### src/rtl/data_bus_bridge.sv
// Stalls the CPU while one data access runs on a waitrequest/readdatavalid bus.
// Define DATA_BUS_BRIDGE_TIMEOUT_EN to abort stuck accesses and flag bus_error.
module data_bus_bridge (
  input  logic        clk,
  input  logic        reset,
  input  logic        host_clk_enable,
  output logic        cpu_clk_enable,
  input  logic [31:0] cpu_data_address,
  input  logic        cpu_data_read,
  input  logic        cpu_data_write,
  input  logic [31:0] cpu_data_writedata,
  output logic [31:0] cpu_data_readdata,
  output logic [31:0] bus_address,
  output logic        bus_read,
  output logic        bus_write,
  output logic [31:0] bus_writedata,
  input  logic        bus_waitrequest,
  input  logic [31:0] bus_readdata,
  input  logic        bus_readdatavalid,
  output logic        bus_error
);

  localparam logic [1:0] IDLE      = 2'd0;
  localparam logic [1:0] REQ       = 2'd1;
  localparam logic [1:0] WAIT_DATA = 2'd2;
  localparam logic [1:0] DONE      = 2'd3;

  logic [1:0]  state;
  logic [1:0]  state_eff;
  logic        dir_wr;
  logic [31:0] rdata_reg;
  logic        access;
  logic        tmo;

  assign access = cpu_data_read | cpu_data_write;

  // Reset behaves as IDLE combinationally, before the next edge lands.
  assign state_eff = reset ? IDLE : state;

  assign cpu_clk_enable = host_clk_enable &
    (((state_eff == IDLE) & ~access) | (state_eff == DONE));

  assign cpu_data_readdata = rdata_reg;

`ifdef DATA_BUS_BRIDGE_TIMEOUT_EN
  logic [7:0] tmo_cnt;
  logic       err_q;

  // Reaches 255 on the same edge that forces DONE.
  assign tmo = (tmo_cnt == 8'd254) &
    ((state == REQ) | (state == WAIT_DATA));

  always_ff @(posedge clk) begin
    if (reset) begin
      tmo_cnt <= 8'd0;
      err_q   <= 1'b0;
    end else begin
      if (state == IDLE && access)
        tmo_cnt <= 8'd0;
      else if (state == REQ || state == WAIT_DATA)
        tmo_cnt <= tmo_cnt + 8'd1;
      if (tmo && !(state == REQ && !bus_waitrequest)
              && !(state == WAIT_DATA && bus_readdatavalid))
        err_q <= 1'b1;
    end
  end

  assign bus_error = err_q;
`else
  assign tmo       = 1'b0;
  assign bus_error = 1'b0;
`endif

  always_ff @(posedge clk) begin
    if (reset) begin
      state         <= IDLE;
      dir_wr        <= 1'b0;
      bus_read      <= 1'b0;
      bus_write     <= 1'b0;
      bus_address   <= 32'd0;
      bus_writedata <= 32'd0;
      rdata_reg     <= 32'd0;
    end else begin
      unique case (state)
        IDLE: begin
          if (access) begin
            bus_address   <= cpu_data_address;
            bus_writedata <= cpu_data_writedata;
            dir_wr        <= cpu_data_write;
            bus_write     <= cpu_data_write;
            bus_read      <= ~cpu_data_write;
            state         <= REQ;
          end
        end
        REQ: begin
          if (!bus_waitrequest) begin
            bus_read  <= 1'b0;
            bus_write <= 1'b0;
            state     <= dir_wr ? DONE : WAIT_DATA;
          end else if (tmo) begin
            bus_read  <= 1'b0;
            bus_write <= 1'b0;
            rdata_reg <= 32'hDEADBEEF;
            state     <= DONE;
          end
        end
        WAIT_DATA: begin
          if (bus_readdatavalid) begin
            rdata_reg <= bus_readdata;
            state     <= DONE;
          end else if (tmo) begin
            rdata_reg <= 32'hDEADBEEF;
            state     <= DONE;
          end
        end
        DONE: begin
          if (host_clk_enable)
            state <= IDLE;
        end
        default: state <= IDLE;
      endcase
    end
  end

endmodule
### config.mk
export PLATFORM = sky130hd
export DESIGN_NAME = data_bus_bridge
export DESIGN_NICKNAME = d
export VERILOG_FILES = /design/src/rtl/data_bus_bridge.sv
export SDC_FILE = /design/constraint.sdc
export NUM_CORES = 1
export LEC_CHECK = 0
export CAP_MARGIN = 20
export CORE_UTILIZATION = 41
export DETAILED_ROUTE_END_ITERATION = 8
export GPL_TIMING_DRIVEN = 1
export PLACE_DENSITY = 0.82
export SLEW_MARGIN = 30
export SYNTH_ARGS = -nofsm -noshare
export SYNTH_HDL_FRONTEND = slang
export SYNTH_SLANG_ARGS = --single-unit
### constraint.sdc
create_clock -name clk -period 4.4 [get_ports clk]
set_input_delay 1.1 -clock clk [delete_from_list [all_inputs] [get_ports clk]]
set_output_delay 1.1 -clock clk [all_outputs]
set_load 0.01 [all_outputs]
==> flow_summary.json, run 1 <==
{
  "maxSlewViolCount": 0,
  "final_core_util": 0.6822,
  "r2r_start": "state[0]",
  "cts_hold_buf": 0,
  "area_growth_pct": 61.78,
  "max_freq_ghz": 0.2674,
  "port_buffers": 201,
  "hold_class": "flop to flop",
  "power_frac_clock": 0.212,
  "p_leak_uw": 0.002190,
  "grt.total_usage": 0.2063,
  "p_sw_uw": 952.4,
  "path_class": "primary input to output pin",
  "cpMaxStageDelayCell": "clkdlybuf4s50_1",
  "cts_tree": "done",
  "ys_seq_area_frac": 0.5525,
  "clock_sink_count": 101,
  "arrival_ns": 2.64,
  "clk_pin_slew_ns": 0.10,
  "p_int_uw": 1907,
  "firstDrtPassIters": 4,
  "wirelength_um": 10260,
  "nFillCells": 728,
  "crit_path_frequent_cell": "clkdlybuf4s50_1",
  "period_share": 0.8501,
  "die_h_um": 96.48,
  "grt_pass1_vias": 3351,
  "rrSetupSlack_ns": 2.25,
  "gp_congestion": 0.7658,
  "setup_viol": 0,
  "cp-start-kind": "primary input",
  "clockRootBuffer": "clkbuf_8",
  "antenna_cells": 0,
  "drv_cap": 0,
  "synthSimpleGateAreaFrac": 0.2236,
  "hold_viol": 0,
  "cts_buffer_depth": 2,
  "synthesis.nets": 571,
  "worstPathCellList": "clkdlybuf4s50_1 > nor2_1 > o21ai_0 > a21boi_0 > clkdlybuf4s50_1",
  "seqPwrFrac": 0.419,
  "switching_share": 0.3330,
  "worst_path_dominant_cell_family": "buffers and inverters",
  "netlist_area_mm2": 0.003660,
  "syn_inst": 463,
  "die_x_um": 96.48,
  "ios": 203,
  "synthMuxAreaShare": 0.005470,
  "wl_per_cell_um": 13.52,
  "crit_fanout": 7,
  "clk_latency_ns": 0.36,
  "synth-compound-area-share": 0.1559,
  "rr_endpoint": "bus_writedata[3]",
  "core_mm2": 0.008678,
  "initial_utilization": 0.4217,
  "synth_top_area_frac": 0.5525,
  "yosys_warnings": 0,
  "vias": 3670,
  "final_nets": 754,
  "finClkSkew_ns": 0.01324,
  "p_per_area_mw_per_mm2": 483.0,
  "final_design_area_no_fill_mm2": 0.005921,
  "viasPerCell": 4.835,
  "finalSetupTns_ns": 0,
  "r2r_cells": 6,
  "layout-drive-gt1-share": 0.04147,
  "rows": 34,
  "synth_top_area_cell": "dfxtp_1",
  "ys_seq_elements": 101,
  "required_ns": 3.30,
  "cp.depth": 5,
  "grt_first_pass_wirelength_um": 14840,
  "grt_max_degree": 86,
  "post_cts_resized": 0,
  "cts_made_buffers": 9,
  "yosys.area_share.adder": 0.01709,
  "cp_num_buf_inv": 2,
  "irDropWorstVdd_mv": 0.2377,
  "post_synth_num_cell_types": 24,
  "grt_setup_unrepaired": "no",
  "die_area_mm2": 0.009308,
  "drc": 0,
  "syn_area_per_cell_um2": 7.904,
  "critPathLaunch": "cpu_data_write",
  "post_cts_buffers": 0,
  "slowest_delay_ns": 0.57,
  "hpwl_um": 7403,
  "min_period_ns": 3.740,
  "relSlewSlack": 0.4188,
  "status": "complete, no violations",
  "dpl_cell_area_mm2": 0.005713,
  "worst_pin_slew_ns": 0.8718,
  "ant_nets": 0,
  "initialDrtViolationCount": 99,
  "grt-ovfl-total": 0,
  "cts_max_level": 3,
  "synth_top_family_by_area": "simple AND/OR/NAND/NOR gates",
  "synth_xor_area_frac": 0,
  "crit_end": "cpu_clk_enable",
  "end_kind": "output pin",
  "synthTopCellsByArea": "dfxtp_1 55%, nand2_1 20%, a21oi_1 14%",
  "antenna_found_initial": 0,
  "p_comb_frac": 0.369
}
==> cells in the final DEF (no fill, tap or decap), drive strengths merged, types with 2 or more instances in the layout <==
cell type / instances
nand2: 198
dfxtp: 101
a21oi: 99
nor2: 3
clkdlybuf4s50: 200
and2: 2
clkbuf: 9
mux2i: 2
o21ai: 2
o31ai: 3
ha: 5
nor2b: 2
buf: 5
inv: 7
clkinv: 2
==> logic make-up (layout without fill, tap and decap cells) <==
logic type / Yosys count / in the layout
buf+inv: 37 / 225
other cells: 1 / 1
fa+ha+maj: 5 / 5
simple gates: 210 / 210
compound gates: 107 / 107
mux: 2 / 2
flops: 101 / 101
==> worst register-to-register path: stages, from the launching register on <==
cell	delay, ns
dfxtp_1	0.39
inv_1	0.14
ha_1	0.32
o21a_2	0.60
buf_4	0.41
nand2_1	0.11
a21oi_1	0.12
==> how the worst min path moves through the flow <==
stage | from | endpoint | slack, ns | depth (start not counted)
2_1_floorplan | dir_wr | dir_wr | 0.43 | 2
3_3_place_gp | bus_address[6] | bus_address[6] | 0.44 | 2
3_5_place_dp | bus_writedata[0] | bus_writedata[0] | 0.45 | 2
4_1_cts | bus_writedata[0] | bus_writedata[0] | 0.46 | 2
5_1_grt | cpu_data_readdata[2] | cpu_data_readdata[2] | 0.47 | 2
6_report | bus_address[3] | bus_address[3] | 0.46 | 2
==> metrics by stage <==
stage	instances	hold slack [ns]	setup WS, ns	total power [uW]
floorplan	463	0.4319	1.523	1725
global placement	743	0.4409	0.7114	2254
detailed placement	743	0.4455	0.6452	2283
CTS	759	0.4598	0.6569	2894
global route	759	0.4747	0.5442	3037
finish	759	0.4573	0.6597	2860
==> layer usage <==
metal	up-vias	share of wire	track usage
met5	-	0	0
met4	0	0.0083	0.08578
met3	8	0.11	0.07590
met2	137	0.49	0.3715
met1	1676	0.39	0.2151
li1	1849	-	-
==> cell usage after synthesis <==
| cell type | instances |
|---|---|
| a2111oi_4 | 1 |
| a21boi_0 | 1 |
| a21oi_1 | 99 |
| and2_1 | 2 |
| and3_1 | 1 |
| buf_2 | 16 |
| buf_4 | 1 |
| clkbuf_1 | 16 |
| conb_1 | 1 |
| dfxtp_1 | 101 |
| ha_1 | 5 |
| inv_1 | 4 |
| mux2i_1 | 2 |
| nand2_1 | 198 |
| nand3_1 | 1 |
| nand3b_1 | 1 |
| nor2_1 | 3 |
| nor2b_1 | 2 |
| nor3b_2 | 1 |
| o21a_1 | 1 |
| o21ai_0 | 1 |
| o21ai_1 | 1 |
| o31ai_1 | 3 |
| or4_1 | 1 |
==> flip-flops by register name, indices dropped and copies added (netlist names) <==
name	cells
dir_wr	1
cpu_data_readdata	32
bus_read	1
bus_writedata	32
bus_address	32
bus_write	1
state	2
==> layout make-up <==
class | instances | area, um^2 | area share
Inverter | 4 | 15.01 | 0.002536
Multi-Input combinational cell | 325 | 1491 | 0.2519
Clock inverter | 7 | 81.33 | 0.01374
Clock buffer | 9 | 123.9 | 0.02092
Sequential cell | 101 | 2022 | 0.3415
Tap cell | 108 | 135.1 | 0.02282
Timing Repair Buffer | 205 | 2052 | 0.3466
==> power groups by stage <==
stage	sequential, uW	clock, uW	combinational, uW
2_1_floorplan	1290	0	430
6_report	1200	605	1060
5_1_grt	1220	662	1150
3_3_place_gp	1210	0	1040
4_1_cts	1200	626	1070
3_5_place_dp	1220	0	1060
(Power assumes the default switching activity.)
==> run 2: changes to the inputs <==
--- a/config.mk
+++ b/config.mk
@@ -6,10 +6,10 @@
 export NUM_CORES = 1
 export LEC_CHECK = 0
 export CAP_MARGIN = 20
-export CORE_UTILIZATION = 41
+export CORE_UTILIZATION = 38
 export DETAILED_ROUTE_END_ITERATION = 8
 export GPL_TIMING_DRIVEN = 1
-export PLACE_DENSITY = 0.82
+export PLACE_DENSITY = 0.76
 export SLEW_MARGIN = 30
 export SYNTH_ARGS = -nofsm -noshare
 export SYNTH_HDL_FRONTEND = slang
==> constraint.sdc (replaced) <==
create_clock -name clk -period 3.45 [get_ports clk]
set_input_delay 0.8625 -clock clk [delete_from_list [all_inputs] [get_ports clk]]
set_output_delay 0.8625 -clock clk [all_outputs]
set_load 0.01 [all_outputs]
==> flow_summary.json, run 2 (synthesis gave the netlist of run 1 again) <==
{
  "status": "complete, no violations",
  "period_share": 0.9204,
  "viasPerCell": 4.666,
  "cts_made_buffers": 9,
  "port_buffers": 201,
  "end_kind": "output pin",
  "dpl_cell_area_mm2": 0.005753,
  "clock_sink_count": 101,
  "routed-wl-met2_um": 4920,
  "worst_path_dominant_cell_family": "buffers and inverters",
  "grt_first_pass_wirelength_um": 15930,
  "p_int_uw": 2459,
  "wl_per_cell_um": 12.99,
  "ios": 203,
  "grt_pass1_vias": 3516,
  "path_class": "primary input to output pin",
  "rows": 35,
  "hold_class": "flop to flop",
  "met3_length_um": 1027,
  "gp_congestion": 0.8099,
  "clk_pin_slew_ns": 0.10,
  "wl_met1_um": 4139,
  "hold_viol": 0,
  "arrival_ns": 2.31,
  "crit_fanout": 4,
  "drc": 0,
  "fin_cells": 782,
  "grt.total_usage": 0.2002,
  "die_area_mm2": 0.01003,
  "vias": 3649,
  "max_freq_ghz": 0.3149,
  "crit_path_frequent_cell": "clkdlybuf4s50_1",
  "finClkSkew_ns": 0.01545,
  "hold_start": "dir_wr",
  "antenna_cells": 0,
  "multi_input_area_mm2": 0.001490,
  "drv_cap": 0,
  "nFillCells": 789,
  "relSlewSlack": 0.3947,
  "cp-start-kind": "primary input",
  "slowest_delay_ns": 0.56,
  "p_sw_uw": 1214,
  "hold_ws_ns": 0.4542,
  "clk_latency_ns": 0.36,
  "ant_nets": 0,
  "required_ns": 2.59,
  "area_growth_pct": 63.18,
  "setup_viol": 0,
  "placed_cells": 766,
  "grt_max_degree": 90,
  "core_mm2": 0.009284,
  "finalSetupTns_ns": 0,
  "die_x_um": 100.1,
  "top_layer": "met4",
  "min_period_ns": 3.175,
  "holdPathEnd": "dir_wr",
  "final_nets": 756,
  "antenna_found_initial": 0,
  "hpwl_um": 7257,
  "cp_num_buf_inv": 2,
  "die_h_um": 100.1,
  "grt_setup_unrepaired": "no",
  "r2r_start": "state[0]",
  "rr_endpoint": "bus_read",
  "final_cell_mix": "200 x clkdlybuf4s50_1, 197 x nand2_1, 101 x dfxtp_1, 99 x a21oi_1, 10 x clkbuf_8",
  "firstDrtPassIters": 6,
  "p_per_area_mw_per_mm2": 615.0,
  "grt-ovfl-total": 0,
  "seq_area_mm2": 0.002022,
  "worstPathCellList": "clkdlybuf4s50_1 > nor2_1 > o21ai_0 > a21boi_0 > clkdlybuf4s50_1",
  "switching_share": 0.3305,
  "layout-drive-gt1-share": 0.04288,
  "r2r_cells": 5,
  "post_cts_buffers": 0,
  "maxSlewViolCount": 0,
  "seqPwrFrac": 0.415,
  "irDropWorstVdd_mv": 0.2991,
  "post_cts_resized": 0,
  "critPathLaunch": "cpu_data_read",
  "cts_tree": "done",
  "initial_utilization": 0.3942,
  "p_leak_uw": 0.002210,
  "cts_hold_buf": 0,
  "rrSetupSlack_ns": 1.63,
  "power_frac_clock": 0.218,
  "p_total_uw": 3673,
  "cts_max_level": 3,
  "clockRootBuffer": "clkbuf_8",
  "final_design_area_no_fill_mm2": 0.005972,
  "cpMaxStageDelayCell": "clkdlybuf4s50_1",
  "cts_buffer_depth": 2,
  "initialDrtViolationCount": 60,
  "final_common_cell": "clkdlybuf4s50_1",
  "p_comb_frac": 0.367,
  "min_path_cells": 2,
  "wirelength_um": 10160,
  "worst_pin_slew_ns": 0.9079
}
[run 2: worst reg2reg max path, cell delays in order, from the launching register on]
cell     delay, ns
dfxtp_1       0.46
inv_1         0.13
ha_1          0.31
nor3b_2       0.22
or4_1         0.47
a21oi_1       0.16
[run 2: cell type report]
type                       count  share of cell area
clock buffer                  10             0.02305
clock inverter                 6             0.01320
inverter                       4            0.002514
multi-input combinational    325              0.2495
sequential                   101              0.3386
tap                          129             0.02703
timing repair buffer         207              0.3461
[run 2: how the worst max path moves through the flow]
stage / end / slack (ns) / cells past startpoint
after floorplan: cpu_clk_enable / 1.05 / 4
after global placement: cpu_clk_enable / 0.31 / 5
after detailed placement: cpu_clk_enable / 0.26 / 5
after CTS: cpu_clk_enable / 0.26 / 5
after global routing: cpu_clk_enable / 0.19 / 5
final: cpu_clk_enable / 0.27 / 5
[run 2: stage by stage]
| step | setup WS, ns | utilization |
|---|---|---|
| final | 0.2746 | 0.6433 |
| after global routing | 0.1917 | 0.6433 |
| after CTS | 0.2645 | 0.6430 |
| after detailed placement | 0.2623 | 0.6197 |
| after global placement | 0.3104 | 0.6197 |
| after floorplan | 1.048 | - |
[run 2: layer usage]
layer,up-vias,track usage
met1,1656,0.2196
met4,0,0.06020
li1,1848,-
met2,138,0.3514
met3,7,0.08426
met5,-,0
[run 2: power by group through the flow]
| stage | Sequential, uW | Combinational, uW | Clock [uW] |
|---|---|---|---|
| 2_1_floorplan | 1650 | 548 | 0 |
| 3_3_place_gp | 1540 | 1350 | 0 |
| 3_5_place_dp | 1550 | 1360 | 0 |
| 4_1_cts | 1530 | 1370 | 827 |
| 5_1_grt | 1550 | 1480 | 871 |
| 6_report | 1520 | 1350 | 799 |
